$ cat src/rtl/mem_access_unit.sv
// mem_access_unit: turns a CPU req/ready/done handshake into setup/strobe/recover memory cycles.
// Optional build macro MAU_POSTED_WRITE_EN: writes report cpu_done one cycle after acceptance.
module mem_access_unit #(
    parameter int unsigned ADDR_W        = 10,
    parameter int unsigned DATA_W        = 16,
    parameter int unsigned SETUP_CYCLES  = 1,
    parameter int unsigned STROBE_CYCLES = 1
) (
    input  logic              clk,
    input  logic              rst,
    input  logic              cpu_req,
    input  logic              cpu_we,
    input  logic [ADDR_W-1:0] cpu_addr,
    input  logic [DATA_W-1:0] cpu_wdata,
    output logic              cpu_ready,
    output logic              cpu_done,
    output logic [DATA_W-1:0] cpu_rdata,
    output logic [ADDR_W-1:0] mem_addr,
    output logic [DATA_W-1:0] mem_wdata,
    output logic              mem_read,
    output logic              mem_write,
    input  logic [DATA_W-1:0] mem_data
);

    localparam int unsigned MAX_CYCLES = (SETUP_CYCLES > STROBE_CYCLES) ? SETUP_CYCLES : STROBE_CYCLES;
    localparam int unsigned CNT_W      = (MAX_CYCLES > 1) ? $clog2(MAX_CYCLES) : 1;
    localparam logic [CNT_W-1:0] SETUP_LOAD  = CNT_W'(SETUP_CYCLES - 1);
    localparam logic [CNT_W-1:0] STROBE_LOAD = CNT_W'(STROBE_CYCLES - 1);

`ifdef MAU_POSTED_WRITE_EN
    localparam logic POSTED_WRITE = 1'b1;
`else
    localparam logic POSTED_WRITE = 1'b0;
`endif

    typedef enum logic [1:0] {
        IDLE,
        SETUP,
        STROBE,
        RECOVER
    } stateT;

    stateT            state;
    stateT            stateNext;
    logic [CNT_W-1:0] cycleCnt;
    logic [CNT_W-1:0] cycleCntNext;
    logic             opWrite;
    logic             readNext;
    logic             writeNext;
    logic             doneNext;
    logic             readyNext;
    logic             accept;
    logic             capture;

    // Next state plus next values of every registered output; strobes are computed
    // one cycle ahead so the flops drive them glitch-free.
    always_comb begin
        stateNext    = state;
        cycleCntNext = cycleCnt;
        readNext     = 1'b0;
        writeNext    = 1'b0;
        doneNext     = 1'b0;
        readyNext    = 1'b0;
        accept       = 1'b0;
        capture      = 1'b0;

        case (state)
            IDLE: begin
                readyNext = 1'b1;
                if (cpu_req && cpu_ready) begin
                    accept       = 1'b1;
                    readyNext    = 1'b0;
                    stateNext    = SETUP;
                    cycleCntNext = SETUP_LOAD;
                    doneNext     = POSTED_WRITE && cpu_we;
                end
            end

            SETUP: begin
                if (cycleCnt == '0) begin
                    stateNext    = STROBE;
                    cycleCntNext = STROBE_LOAD;
                    readNext     = !opWrite;
                    writeNext    = opWrite;
                end else begin
                    cycleCntNext = cycleCnt - CNT_W'(1);
                end
            end

            STROBE: begin
                if (cycleCnt == '0) begin
                    stateNext = RECOVER;
                    capture   = !opWrite;
                    doneNext  = !(POSTED_WRITE && opWrite);
                end else begin
                    cycleCntNext = cycleCnt - CNT_W'(1);
                    readNext     = !opWrite;
                    writeNext    = opWrite;
                end
            end

            RECOVER: begin
                stateNext = IDLE;
                readyNext = 1'b1;
            end

            default: begin
                stateNext = IDLE;
            end
        endcase
    end

    // State, counter and output registers; reset drops strobes asynchronously.
    always_ff @(posedge clk or posedge rst) begin
        if (rst) begin
            state     <= IDLE;
            cycleCnt  <= '0;
            opWrite   <= 1'b0;
            cpu_ready <= 1'b0;
            cpu_done  <= 1'b0;
            cpu_rdata <= '0;
            mem_addr  <= '0;
            mem_wdata <= '0;
            mem_read  <= 1'b0;
            mem_write <= 1'b0;
        end else begin
            state     <= stateNext;
            cycleCnt  <= cycleCntNext;
            cpu_ready <= readyNext;
            cpu_done  <= doneNext;
            mem_read  <= readNext;
            mem_write <= writeNext;
            if (accept) begin
                mem_addr  <= cpu_addr;
                mem_wdata <= cpu_wdata;
                opWrite   <= cpu_we;
            end
            if (capture) begin
                cpu_rdata <= mem_data;
            end
        end
    end

    // The memory must never see both strobes, and ready implies the unit is idle.
    assert property (@(posedge clk) disable iff (rst) !(mem_read && mem_write));
    assert property (@(posedge clk) disable iff (rst) cpu_ready |-> (state == IDLE));

endmodule

$ cat config.mk
export PLATFORM = sky130hd
export DESIGN_NAME = mem_access_unit
export DESIGN_NICKNAME = d
export VERILOG_FILES = /design/src/rtl/mem_access_unit.sv
export SDC_FILE = /design/constraint.sdc
export NUM_CORES = 1
export LEC_CHECK = 0
export CAP_MARGIN = 25
export CORE_MARGIN = 1.5
export CORE_UTILIZATION = 40
export CTS_CLUSTER_SIZE = 28
export DETAILED_ROUTE_END_ITERATION = 7
export PLACE_DENSITY = 0.85
export SLEW_MARGIN = 20
export SYNTH_ARGS = -nofsm -noshare
export SYNTH_HDL_FRONTEND = slang
export SYNTH_SLANG_ARGS = --single-unit
$ cat constraint.sdc
create_clock -name clk -period 2.47 [get_ports clk]
set_input_delay 0.247 -clock clk [delete_from_list [all_inputs] [get_ports clk]]
set_output_delay 0.247 -clock clk [all_outputs]
set_load 0.005 [all_outputs]
---- After elaboration in Yosys (flattened, before gate mapping) ----
Cells that the tools add are included.
cells by class
  reduce and logical (&&, ||, !) cells .... 7
  eq/ne operators ......................... 6
  mux-type cells .......................... 20
  add/subtract/negate cells ............... 1
  divide/modulo/power cells ............... 0
  $lt $le $gt $ge ......................... 0
  $mul .................................... 0
  shifts and indexed selects .............. 0
  bitwise gates (word level) .............. 0
operators with widths
  kind                                                  number
  2-to-1 mux 1 bit                                      12
  one-hot mux 1 bit (2 select lines)                    4
  one-hot mux 2 bit (4 select lines)                    1
  2-to-1 mux 2 bit                                      3
  inequality test 2 bit (second input constant)         3
  equality test 2 bit (second input constant)           2
  AND reduction 3 bit                                   1
  equality test 2 x 1 -> 1 bit (second input constant)  1
  logical NOT 2 bit                                     1
  AND reduction 2 bit                                   1
  nonzero test 2 bit                                    1
  OR reduction 2 bit                                    1
  logical AND 1 bit                                     1
  logical NOT 1 bit                                     1
  subtractor 1 bit (second input constant)              1
word-level totals
  memory bits (read-only) ................. 0
  memories kept ........................... 0
  bits of input ports ..................... 46
  latch bits .............................. 0
  flip-flop bits (word level) ............. 50
  logic and storage cells ................. 44
  memory bits (writable) .................. 0
  output and inout port bits .............. 46

---- Depth between registers and ports, before layout ----
Gate-level depths: netlist of the first run.
  depth in word-level cells ............... 4
  gate-level depth with buffers ........... 6
  mapped depth without buffers ............ 4

---- Worst setup path before layout of the first run ----
Ideal clock, no wire load.
  path type ............................... flip-flop to flip-flop
  start point ............................. reg state[0]
  end point ............................... reg cpu_rdata[0]
  data required time ...................... 2,345 ps
  setup time .............................. 125 ps
  path buffers ............................ 2
  setup slack ............................. 943 ps
  data arrival time ....................... 1,402 ps
  stages on the path, launching flop included .. 7
  period minus slack after synthesis ...... 1,527 ps
  cells stage by stage .................... dfrtp_1 > inv_1 > ha_1 > nor2b_1 > buf_6 > buf_6 > mux2_4
on the way
  longest elaborated chain between the ends .. 2
RTL lines
  what                    line  RTL
  from (decl)             43    stateT state;
  from (signal assigned)  127   state <= stateNext;
  equality test 2 bit     67    case (state)
  2-to-1 mux 1 bit        67
  to (signal assigned)    139   cpu_rdata <= mem_data;
  to (decl)               17    output logic [DATA_W-1:0] cpu_rdata,
Every way passes these cells.
A chain may end at the register's enable or synchronous reset.

---- Final worst setup path of the first run ----
  start point ............................. reg state[0]
  end point ............................... reg mem_wdata[4]
on the way
  longest elaborated chain between the ends .. 2
RTL lines
  what                  line  RTL
  logical NOT 2 bit     67
  2-to-1 mux 1 bit      67
  to (signal assigned)  135   mem_wdata <= cpu_wdata;
  to (decl)             19    output logic [DATA_W-1:0] mem_wdata,
Every way passes these cells.

==> results.md, run 1 <==
- Max_cap viols: 0
- Fin Clk Skew: 0.00579 ns
- Fmax: 565 MHz
- Yosys cell types: 14
- DR vias/cell: 4.46
- Largest net degree at the start of global routing: 28
- # hold bufs at CTS: 0
- # IOs: 92
- Full die area: 5490 um2
- Final GP Congestion: 0.774
- Worst Hold Margin: 0.191 ns
- Seq/Total Area, Yosys: 60.6%
- Clock Path Buffers: 2
- WS Path Type: register to register
- FILL cells: 367
- Routed WL: 3930 um
- Starting DRT DRC Count: 17
- Vias in the first global route: 1335
- Sequential share of power: 39.5%
- Clock share of power: 12.6%
- Detailed-route wire length per cell: 14.0 um
- Final Setup Violations: 0
- Logic pwr share: 47.9%
- Switch share: 26.8%
- VDD IR max: 0.678 mV
- Starting density of the core: 42.3%
- Synth Instances: 115
- CTS clock-pin slew for the worst setup and hold paths: 0.09 ns
- Final period util: 71.6%
- Die width: 74.1 um
- PortBufs: 91
- Core area: 4790 um2
- Max stage delay on crit path: 0.45 ns
- Syn Nets: 166
- DRC violations left: 0
- Final min period: 1.77 ns
- Power Density: 1160 nW/um2
- Synth Cell Area: 2020 um2
- Yosys reg bits: 49
- Setup_tns: 0 ns
- Initial antenna violation count: 0
- Std cell rows: 25
- Net Sw Power: 958 uW
- P_int: 2620 uW
- Routed Antenna Nets: 0
- HPWL Detailed: 2950 um
- Ant diodes: 0
- Pre-antenna DRT Iters: 2
- First-pass GRT wire length: 6360 um
- Worst setup SP type: register
- Via count: 1250
- Hold Vio Cnt, Final: 0
- CTS Buf Count: 5
- Mapped Avg Cell Area: 17.6 um2
- CTS tree: done
- Rel. slew slack: 66.0%
- Share of cells above drive strength 1: 27.7%
- Post-layout net count: 263
- Max Slew Vio Count: 0
- Leak Pwr: 0.00141 uW
- Die height: 74.1 um
- Clk Latency, worst-skew pair: 0.30 ns
- Crit. End Element: register
- Dominant cells by area after synthesis: dfrtp_1, mux2_4, mux2_2
- Slew @ Worst Pin: 0.510 ns
- Critical path's slowest cell: mux2_4
- Synth area leader: dfrtp_1
- Maximum net fanout on the critical path: 27
- GR Overflow Total: 0
- Total global-route track usage: 15.6%
- Root Buffer: clkbuf_8
- Power, Total: 3580 uW
- Top cell type's share of synthesized area: 60.6%
- Outcome: complete, no violations
- Area growth syn-to-layout: 52.4%
- RSZ-0062 raised after global routing: false
- H-tree Lvls: 2
- Crit-path cells: inv_1 -> ha_1 -> nand3_4 -> mux2_4
- Sink Count: 49
- Class of the worst hold path: input pin to asynchronous set/reset pin
- CTS resizes: 0
- Yosys warning total: 0
- Postcts setup bufs: 0
- WP data arrival: 1.96 ns
- Worst Path Required: 2.66 ns
cells by family (layout without fill, tap and decap cells):
family	count (synthesis)	after routing	synth area share (%)
AO/OA/AOI/OAI	2	2	0.742
adder cells (fa/ha/maj)	5	5	3.09
buffers and inverters	8	106	2.97
flip-flops	49	49	60.6
multiplexers	45	45	30.6
AND/OR/NAND/NOR	6	6	2.04
sequential cells by signal, summed over array words and instances, names as in the netlist:
register / count
mem_wdata: 16
mem_read: 1
mem_write: 1
cpu_rdata: 16
state: 2
cpu_done: 1
cpu_ready: 1
opWrite: 1
mem_addr: 10
synthesized netlist by cell type:
cell     count
mux2_4      30
mux2i_1      1
dfrtp_1     49
a21bo_2      1
nand2_1      1
nand3_4      1
inv_1        4
and3_1       1
ha_1         5
mux2_2      14
a21oi_1      1
buf_6        4
nor2_1       2
nor2b_1      1
power groups by stage:
stage	Combinational, uW	Sequential (uW)	Clock (uW)
after floorplan	805	1440	0
after global routing	1840	1470	503
after global placement	1690	1430	0
after detailed placement	1740	1420	0
after CTS	1750	1420	475
final	1720	1420	450
cells in the final DEF (no fill, tap or decap), drive strengths merged:
cell           Yosys  layout
a21bo              1       1
ha                 5       5
mux2              44      44
dfrtp             49      49
buf                4       3
nor2               2       2
nand3              1       1
and3               1       1
nor2b              1       1
clkbuf             0       5
clkinvlp           0       1
clkdlybuf4s50      0      91
nand2              1       1
a21oi              1       1
inv                4       4
clkinv             0       2
mux2i              1       1
per-stage QoR:
stage	area, um2	cells	worst slack (ns)	utilization, %
after global placement	3000	272	0.733	62.6
after floorplan	2020	115	0.943	-
final	3080	280	0.701	64.4
after detailed placement	3000	272	0.689	62.6
after global routing	3080	280	0.597	64.4
after CTS	3080	280	0.688	64.4
metal layers:
metal / wire (um) / track usage, % / part of all wire [%]
met1: 1660 / 19.7 / 42
met2: 1910 / 24.1 / 48
met3: 322 / 6.37 / 8.2
met4: 40 / 5.56 / 1.0
met5: 0 / 0 / 0
path summary, 6_finish.rpt:
kind | from | endpoint | slack, ns | cells past startpoint
setup / recovery | state[0] | mem_wdata[4] | 0.70 | 4
hold / removal | rst | cpu_rdata[11] | 0.19 | 2
setup reg to reg | state[0] | mem_wdata[4] | 0.70 | 4
hold reg to reg | opWrite | mem_read | 0.50 | 1
max in group asynchronous | rst | mem_addr[1] | 1.73 | 3
min in group clk | opWrite | mem_read | 0.50 | 1
layout make-up:
| class | instances | area, um2 | area share (%) |
|---|---|---|---|
| clock inverters | 3 | 17.5 | 0.568 |
| clock buffers | 5 | 68.8 | 2.23 |
| multi-input cells | 58 | 739 | 24.0 |
| well taps | 67 | 83.8 | 2.72 |
| repair buffers | 94 | 933 | 30.3 |
| flip-flops and latches | 49 | 1230 | 39.8 |
| inverters | 4 | 15.0 | 0.487 |
worst max-delay path, delay by kind of cell, from the launching register on:
family | cells | cell delay [ns]
buffers and inverters | 1 | 0.13
adders and majority gates | 1 | 0.24
and+or+nand+nor | 1 | 0.41
DFF | 1 | 0.41
muxes | 1 | 0.45
Power figures use the tool's default switching activity.
==> run 2, diff against run 1 <==
--- a/config.mk
+++ b/config.mk
@@ -7,10 +7,10 @@
 export LEC_CHECK = 0
 export CAP_MARGIN = 25
 export CORE_MARGIN = 1.5
-export CORE_UTILIZATION = 40
+export CORE_UTILIZATION = 37
 export CTS_CLUSTER_SIZE = 28
 export DETAILED_ROUTE_END_ITERATION = 7
-export PLACE_DENSITY = 0.85
+export PLACE_DENSITY = 0.83
 export SLEW_MARGIN = 20
 export SYNTH_ARGS = -nofsm -noshare
 export SYNTH_HDL_FRONTEND = slang
==> constraint.sdc (replaced) <==
create_clock -name clk -period 1.54 [get_ports clk]
set_input_delay 0.154 -clock clk [delete_from_list [all_inputs] [get_ports clk]]
set_output_delay 0.154 -clock clk [all_outputs]
set_load 0.005 [all_outputs]
==> run 2 against run 1 <==
Against the previous run:
- utilization is 1.7 points lower
- critical path type unchanged
- first-iteration DRC count is 120% higher
- count of clock-buffer cells in the layout stayed put
- worst setup slack worse by 0.69 ns
- power is 78% higher
- combinational power is 75% higher
- global-route usage is 0.17 points higher
- clock power is 140% higher
- cell area is 5.9% higher
==> results.md, run 2 (synthesis results as in run 1) <==
- Detailed-route wire length per cell: 14.9 um (+5.8%)
- WL met2: 2130 um (+12%)
- Final min period: 1.53 ns (-0.237 ns)
- Core area: 5200 um2 (+8.8%)
- Max_cap viols: 0 (unchanged)
- Initial antenna violation count: 0 (unchanged)
- Met3 wire length: 361 um (+12%)
- Critical path's slowest cell: dfrtp_1
- Biggest regs: cpu_rdata: 16 flops, mem_wdata: 16 flops, mem_addr: 10 flops
- Worst Hold Margin: 0.211 ns (+0.0205 ns)
- DRT met1 WL: 1800 um (+8.4%)
- Worst setup SP type: register
- Post-layout net count: 271 (+3.0%)
- CTS tree: done
- WS Path Type: register to register
- Layout Utilization: 62.7% (-1.7 points)
- CP top delay family: flip-flops
- Sink Count: 49 (unchanged)
- Crit-path cells: inv_2 -> ha_2 -> nor2b_4 -> bufbuf_16 -> mux2_4
- Leak Pwr: 0.00150 uW (+6.3%)
- Worst R2R Setup Slack: 0.008 ns (-0.69 ns)
- Commonest cells after routing, fill and taps aside: clkdlybuf4s50_1, dfrtp_1, mux2_4
- Hold Vio Cnt, Final: 0 (unchanged)
- Worst Reg-to-Reg Cells: 5 (+1)
- First-pass GRT wire length: 7260 um (+14%)
- Class of the worst hold path: input pin to asynchronous set/reset pin
- Slew @ Worst Pin: 0.369 ns (-0.142 ns)
- Root Buffer: clkbuf_8
- Largest net degree at the start of global routing: 30 (+7.1%)
- Rel. slew slack: 75.4% (+9.4 points)
- Area growth syn-to-layout: 61.4%
- WP data arrival: 1.71 ns (-0.25 ns)
- VDD IR max: 0.956 mV (+41%)
- PortBufs: 91 (unchanged)
- Worst r2r dst: cpu_rdata[10]
- Max stage delay on crit path: 0.40 ns (-0.05 ns)
- Worst Path Required: 1.72 ns (-0.94 ns)
- Commonest non-fill, non-tap cell in the layout: clkdlybuf4s50_1
- Pre-antenna DRT Iters: 3 (+1)
- Starting density of the core: 38.9% (-3.4 points)
- Final Setup Violations: 0 (unchanged)
- DR vias/cell: 4.46 (about the same)
- Crit. End Element: register
- Routed WL: 4320 um (+10%)
- Ant diodes: 0 (unchanged)
- Power Density: 1950 nW/um2 (+68%)
- Via count: 1299 (+3.9%)
- DR top layer: met4
- Clk Latency, worst-skew pair: 0.30 ns (about the same)
- Final GP Congestion: 0.744 (-3.9%)
- Starting DRT DRC Count: 38 (+21)
- Std cell rows: 26 (+4.0%)
- RSZ-0062 raised after global routing: true
- Share of cells above drive strength 1: 31.2% (+3.5 points)
- DRC violations left: 0 (unchanged)
- Vias in the first global route: 1475 (+10%)
- Die height: 76.9 um (+3.8%)
- Worst r2r src: state[0]
- Outcome: complete, no violations
- Fin Clk Skew: 0.0128 ns (+0.00704 ns)
- Routed Antenna Nets: 0 (unchanged)
- Clock Path Buffers: 2 (unchanged)
- H-tree Lvls: 2 (unchanged)
- Final period util: 99.5% (+28 points)
- # IOs: 92 (unchanged)
- Maximum net fanout on the critical path: 8 (-70%)
- CP bufs+invs: 2 (+1)
- CTS clock-pin slew for the worst setup and hold paths: 0.09 ns (about the same)
- CTS Buf Count: 5 (unchanged)
- Total global-route track usage: 15.7% (+0.17 points)
- # hold bufs at CTS: 0 (unchanged)
- GR Overflow Total: 0 (unchanged)
- Max Slew Vio Count: 0 (unchanged)
- Die width: 76.9 um (+3.8%)
- HPWL Detailed: 3150 um (+6.6%)
- Full die area: 5920 um2 (+7.8%)
- Fmax: 653 MHz (+15%)
## run 2: changes by cell type in the layout (fill, tap and decap cells not counted), sizes merged
cell      before  now
buf            3   10
bufinv         0    2
bufbuf         0    1
clkinv         2    1
clkinvlp       1    0
## run 2: worst max-delay path by stage
stage                         from            end  slack, ns  cells past startpoint
after floorplan           state[0]   cpu_rdata[0]       0.01                      6
after global placement    state[0]   cpu_rdata[5]       0.06                      5
after detailed placement  state[0]   cpu_rdata[5]       0.01                      5
after CTS                 state[0]   cpu_rdata[4]       0.02                      5
after global routing      state[0]   cpu_rdata[4]      -0.06                      5
final                     state[0]  cpu_rdata[10]      0.008                      5
## run 2: worst reg2reg max path, delay by kind of cell, from the launching register on
kind | cells | cell delay, ns
adders and majority gates | 1 | 0.18
and+or+nand+nor | 1 | 0.16
DFF | 1 | 0.40
muxes | 1 | 0.30
buffers and inverters | 2 | 0.38
## run 2: area by class of cell
class                      count  area [um2]
clock inverter                 3        65.1
fill                         405        1940
sequential                    49        1230
timing repair buffer         102        1060
inverter                       4        15.0
multi-input combinational     58         747
clock buffer                   5        68.8
tap                           70        87.6
## run 2: timing repair
action | in CTS | in global routing
endpoints found under the setup margin | 1 | 38
gates resized for setup | 2 | 1
buffers inserted | 2 | 1
gates cloned | 1 | 0
## run 2: per-layer routing
metal  vias up  track usage, %
met3         4            5.83
met4         0            3.89
li1        601               -
met2        56            26.0
met5         -               0
met1       638            19.4
## run 2: where the power goes
group          internal, uW  switching (uW)
sequential             1910             373
clock                   645             413
combinational          2190             822
## run 2: per-stage QoR
step	instances	power (uW)	area (um2)	setup slack [ns]	setup TNS, ns
2_1_floorplan	115	3590	2020	0.0131	0
3_3_place_gp	279	5080	3070	0.0646	0
3_5_place_dp	279	5160	3070	0.0145	0
4_1_cts	290	6420	3260	0.0198	0
5_1_grt	291	6740	3270	-0.0602	-1.16
6_report	291	6360	3270	0.00813	0
